File: src/rtl/lut_arbiter.sv
// lut_arbiter: round-robin sharing of the single lut_module read port
// between NUM_REQ requesters, one outstanding LUT transaction at a time.
// Results return to the issuing requester with a one-hot response strobe.
// Optional feature macro: LUT_ARB_TIMEOUT_EN (WAIT-state timeout with rsp_err).
module lut_arbiter #(
  parameter int unsigned NUM_REQ        = 4,
  parameter int unsigned ADDR_WIDTH     = 8,
  parameter int unsigned DATA_WIDTH     = 8,
  parameter int unsigned TIMEOUT_CYCLES = 64
) (
  input  logic                          clk,
  input  logic                          rst_n,
  input  logic [NUM_REQ-1:0]            req,
  input  logic [NUM_REQ*ADDR_WIDTH-1:0] req_addr,
  output logic [NUM_REQ-1:0]            gnt,
  output logic [NUM_REQ-1:0]            rsp_valid,
  output logic [DATA_WIDTH-1:0]         rsp_data,
  output logic                          rsp_err,
  output logic                          busy,
  output logic                          lut_start,
  output logic [ADDR_WIDTH-1:0]         lut_addr,
  input  logic [DATA_WIDTH-1:0]         lut_data,
  input  logic                          lut_done
);

  localparam int unsigned PTR_W = $clog2(NUM_REQ);
  localparam int unsigned SUM_W = PTR_W + 1;

  // Elaboration-time parameter sanity checks
  if (NUM_REQ < 2 || NUM_REQ > 8) begin : g_bad_num_req
    $error("lut_arbiter: NUM_REQ must be in 2..8");
  end
  if (TIMEOUT_CYCLES < 1) begin : g_bad_timeout
    $error("lut_arbiter: TIMEOUT_CYCLES must be at least 1");
  end

  typedef enum logic [1:0] {
    S_IDLE  = 2'd0,
    S_ISSUE = 2'd1,
    S_WAIT  = 2'd2,
    S_RESP  = 2'd3
  } state_t;

  state_t           state;
  logic [PTR_W-1:0] rr_ptr;
  logic [PTR_W-1:0] owner;

`ifdef LUT_ARB_TIMEOUT_EN
  localparam int unsigned CNT_W =
    ($clog2(TIMEOUT_CYCLES + 1) > 8) ? $clog2(TIMEOUT_CYCLES + 1) : 8;
  logic [CNT_W-1:0] wait_cnt;
`endif

  logic [PTR_W-1:0]      winner;
  logic [ADDR_WIDTH-1:0] win_addr;
  logic [SUM_W-1:0]      scan_idx;
  logic [PTR_W-1:0]      ptr_next;

  function automatic logic [NUM_REQ-1:0] onehot(input logic [PTR_W-1:0] idx);
    onehot      = '0;
    onehot[idx] = 1'b1;
  endfunction

  // Winner search: first asserted req from rr_ptr upward, wrapping; descending
  // scan so the smallest offset is written last and wins.
  always_comb begin
    winner   = '0;
    win_addr = '0;
    scan_idx = '0;
    for (int off = NUM_REQ - 1; off >= 0; off--) begin
      scan_idx = SUM_W'(rr_ptr) + SUM_W'(off);
      if (scan_idx >= SUM_W'(NUM_REQ)) begin
        scan_idx = scan_idx - SUM_W'(NUM_REQ);
      end
      if (req[scan_idx[PTR_W-1:0]]) begin
        winner = scan_idx[PTR_W-1:0];
      end
    end
    for (int i = 0; i < NUM_REQ; i++) begin
      if (winner == PTR_W'(i)) begin
        win_addr = req_addr[i*ADDR_WIDTH +: ADDR_WIDTH];
      end
    end
  end

  // Pointer advances past the current owner, wrapping at NUM_REQ-1
  always_comb begin
    ptr_next = owner + PTR_W'(1);
    if (owner == PTR_W'(NUM_REQ - 1)) begin
      ptr_next = '0;
    end
  end

  // Arbiter FSM with registered outputs
  always_ff @(posedge clk or negedge rst_n) begin
    if (!rst_n) begin
      state     <= S_IDLE;
      rr_ptr    <= '0;
      owner     <= '0;
      gnt       <= '0;
      rsp_valid <= '0;
      rsp_data  <= '0;
      rsp_err   <= 1'b0;
      busy      <= 1'b0;
      lut_start <= 1'b0;
      lut_addr  <= '0;
`ifdef LUT_ARB_TIMEOUT_EN
      wait_cnt  <= '0;
`endif
    end else begin
      gnt       <= '0;
      rsp_valid <= '0;
      lut_start <= 1'b0;
      case (state)
        S_IDLE: begin
          if (|req) begin
            owner     <= winner;
            lut_addr  <= win_addr;
            gnt       <= onehot(winner);
            lut_start <= 1'b1;
            busy      <= 1'b1;
            state     <= S_ISSUE;
          end
        end
        S_ISSUE: begin
          rr_ptr   <= ptr_next;
          state    <= S_WAIT;
`ifdef LUT_ARB_TIMEOUT_EN
          wait_cnt <= '0;
`endif
        end
        S_WAIT: begin
          if (lut_done) begin
            rsp_data  <= lut_data;
            rsp_err   <= 1'b0;
            rsp_valid <= onehot(owner);
            state     <= S_RESP;
          end
`ifdef LUT_ARB_TIMEOUT_EN
          else if (wait_cnt == CNT_W'(TIMEOUT_CYCLES - 1)) begin
            // Limit reached without lut_done: abandon with an error response
            rsp_data  <= '0;
            rsp_err   <= 1'b1;
            rsp_valid <= onehot(owner);
            state     <= S_RESP;
          end else begin
            wait_cnt <= wait_cnt + CNT_W'(1);
          end
`endif
        end
        S_RESP: begin
          rsp_err <= 1'b0;
          busy    <= 1'b0;
          state   <= S_IDLE;
        end
        default: begin
          busy  <= 1'b0;
          state <= S_IDLE;
        end
      endcase
    end
  end

endmodule

File: config.mk
export PLATFORM = sky130hd
export DESIGN_NAME = lut_arbiter
export DESIGN_NICKNAME = d
export VERILOG_FILES = /design/src/rtl/lut_arbiter.sv
export SDC_FILE = /design/constraint.sdc
export NUM_CORES = 1
export LEC_CHECK = 0
export BUFFER_PORTS_ARGS = -buffer_cell sky130_fd_sc_hd__buf_2
export CORE_UTILIZATION = 50
export DETAILED_ROUTE_END_ITERATION = 10
export PLACE_DENSITY_LB_ADDON = 0.12
export SKIP_CTS_REPAIR_TIMING = 1
export SLEW_MARGIN = 20
export SYNTH_ARGS = -nofsm -noshare
export SYNTH_HDL_FRONTEND = slang
export SYNTH_SLANG_ARGS = --single-unit
File: constraint.sdc
create_clock -name clk -period 3.8 [get_ports clk]
set_input_delay 0.95 -clock clk [delete_from_list [all_inputs] [get_ports clk]]
set_output_delay 0.95 -clock clk [all_outputs]
set_load 0.03 [all_outputs]
==> out/metrics.yaml <==
setup_path:
  timing.rr.start: "state[0]$_DFFE_PN0P_"
  critPathMaxFanout: 20
  cp.required_ps: 4030
  reg2regPathDepth: 7
  cp-start-kind: "input port"
  setup.worst_path.class: "input port to flop"
  critPathBufInv: 2
  cpPeakStageDelay_ps: 670
  r2r-end: "lut_addr[0]$_DFFE_PN0P_"
  crit_path_top_delay_cell: "nand2b_1"
  path_cells: "buf_2 -> nor4_1 -> nand2b_1 -> inv_2 -> nand2_1 -> o31ai_1 -> a211o_1"
  critPathArrivalTime_ps: 2960
  r2r_slack_ps: 1610
  crit_path_end_kind: "flop"
  path_delay_family: "simple AND/OR/NAND/NOR gates"
timing:
  final_hold_viol_count: 0
  max_freq_ghz: 0.366
  fin_tns_setup_ps: 0
  maxSlewViolCount: 0
  timing.final.crit_period_ps: 2730
  tightest_slew_ps: 766
  timing.final.ws_setup_ps: 1070
  final-setup-viol-count: 0
  fin_crit_sh_pct: 71.9
  rsz0062_at_grt: "no"
  relSlewSlack_pct: 48.9
  fin_skew_ps: 10.0
  hold_ws_ps: 502
floorplanning:
  die-area_mm2: 0.00361
  io_pins: 74
  num_rows: 20
  coreArea_mm2: 0.00313
  fp.dieH_um: 60.1
  die_x_um: 60.1
  start_util_pct: 53.9
finish:
  drive_above_1_share_pct: 41.6
  antennaDiodeCount: 0
  layout.nets: 287
  stdcell_count: 277
  register_area_um2: 801
  nFillCells: 270
  multi_input_comb_area_um2: 807
  syn_to_final_growth_pct: 26.0
power_and_ir_drop:
  p_seq_share_pct: 32.8
  p_leak_uw: 0.00113
  pwr-share-comb_pct: 52.8
  switchingPower_uw: 804
  p_per_area_mw_per_mm2: 824
  p_int_uw: 947
  p_sw_share_pct: 45.9
  p_clk_share_pct: 14.4
  irDropWorstVdd_uv: 391
routing:
  drc: 0
  wl_per_cell_um: 14.0
  dr.pass1.iters: 4
  wirelength_mm: 3.87
  ant_nets: 0
  via_per_inst: 5.43
  vias: 1504
  first_iter_violations: 36
clocking:
  cts_inserted_buffers: 5
  clock_sinks: 32
  cts_max_level: 2
  clock_latency_ps: 340
  cts_root_buf: "clkbuf_4"
  clk_pin_slew_worst_paths_ps: 100
  cts_tree: "done"
  clock_tree.buffer_depth: 2
grt:
  grt_pass1_wl_mm: 6.16
  grt_antenna_before_repair: 0
  grt_max_degree: 33
  grt_overflow: 0
  grt_usage_pct: 23.7
  grt_pass1_vias: 1409
hold_path:
  hold_depth: 2
  whs_endpoint: "lut_addr[6]$_DFFE_PN0P_"
  hold_path_startpoint: "lut_addr[6]$_DFFE_PN0P_"
  hold_class: "flop to flop"
placement:
  dpl.cell_count: 269
  place_congestion: 0.825
  dp_hpwl_mm: 3.03
  port-buffer-count: 72
  place_ws_ps: 772
job:
  cap_violations: 0
logic_synthesis:
  yosysUniqueCellTypes: 31
  seq_area_frac_synth_pct: 47.5
  synth_top_cell_area_share_pct: 47.5
  synth_fp_nets: 214
  syn_area_per_cell_um2: 10.6
  yosys.area.top_type: "dfrtp_1"
  synth_warnings: 0
  ys_ff_latch: 32
  synthTopCellsByArea: "dfrtp_1 (47%), mux2_2 (6.7%), ha_1 (5.9%), nand2_1 (5.3%), a211o_1 (4.7%)"
  netlist_area_mm2: 0.00169
  synthCells: 159
status:
  outcome: "finished, final reports clean"
==> Yosys cell counts <==
cell type / count
ha_1: 8
a21oi_2: 1
a211oi_2: 1
o21ai_0: 10
nor4_1: 1
nand2b_1: 3
inv_1: 5
nor3_1: 1
o22a_1: 1
buf_6: 2
nor2_2: 1
conb_1: 1
a211o_1: 9
a21o_1: 2
a211oi_1: 7
buf_4: 4
nand3_1: 7
nor3_4: 1
nor2_1: 5
mux2_2: 10
nor2b_1: 2
o221ai_1: 1
dfrtp_1: 32
o31ai_1: 7
and3_1: 4
mux2i_1: 2
nor2b_4: 1
a211oi_4: 1
inv_2: 2
a21oi_1: 3
nand2_1: 24
==> worst max path at each step <==
stage          depth (start not counted)                       to   start  slack, ps
2_1_floorplan                          6  lut_addr[0]$_DFFE_PN0P_  req[2]       1660
3_3_place_gp                           7  lut_addr[0]$_DFFE_PN0P_  req[3]        870
3_5_place_dp                           7  lut_addr[5]$_DFFE_PN0P_  req[3]        770
4_1_cts                                7  lut_addr[0]$_DFFE_PN0P_  req[3]       1090
5_1_grt                                7  lut_addr[7]$_DFFE_PN0P_  req[3]        890
6_report                               7  lut_addr[0]$_DFFE_PN0P_  req[3]       1070
==> flip-flops by register name, summed over array words and instances (netlist names) <==
signal and cells:
state 2, lut_addr 8, rsp_data 8, gnt 4, rsp_valid 4, lut_start 1, busy 1, owner 2
rr_ptr 2
==> cells by family after synthesis <==
family	share of synthesized area, %
other	0.222
flip-flops	47.5
AO/OA/AOI/OAI	19.1
adder cells (fa/ha/maj)	5.93
AND/OR/NAND/NOR	14.7
buffers and inverters	4.67
multiplexers	7.86
==> layout by cell type, fill, tap and decap left out, drive strengths merged, types with 4 or more instances in the layout <==
cell type and count:
buf 72, dfrtp 32, nand2 24, mux2 10
o21ai 10, a211o 9, a211oi 9, ha 8
nand3 7, o31ai 7, inv 7, nor2 6
clkbuf 6, and3 4, a21oi 4
==> worst reg2reg max path, stage by stage, from the launching register on <==
cell and delay (ps):
dfrtp_1 410, inv_1 80, ha_1 250, nand2b_1 570, inv_2 260, nand2_1 160, o31ai_1 100, a211o_1 250
==> area by class of cell <==
type	count	area share, %
clock buffer	6	1.94
tap	44	2.59
timing repair buffer	72	17.0
multi-input combinational	114	38.0
sequential	32	37.7
clock inverter	2	1.65
inverter	7	1.24
==> routing by layer <==
metal,track usage [%],share of wire (%)
met5,0,0
met4,11.3,2.3
met3,6.49,8.3
met2,39.0,49
met1,28.6,41
==> stage by stage <==
stage                     utilization, %  area, um2  power (uW)
after floorplan                        -       1690        1290
after global placement              65.5       2050        1460
after detailed placement            65.5       2050        1510
after CTS                           68.0       2130        1760
after global routing                68.0       2130        1880
final                               68.0       2130        1750
==> power by group through the flow <==
stage	registers [uW]	clock network (uW)	logic, uW
2_1_floorplan	785	0	500
3_3_place_gp	575	0	889
3_5_place_dp	583	0	924
4_1_cts	575	258	928
5_1_grt	591	274	1020
6_report	574	253	925
No activity file was read; power rests on OpenSTA's default activity.
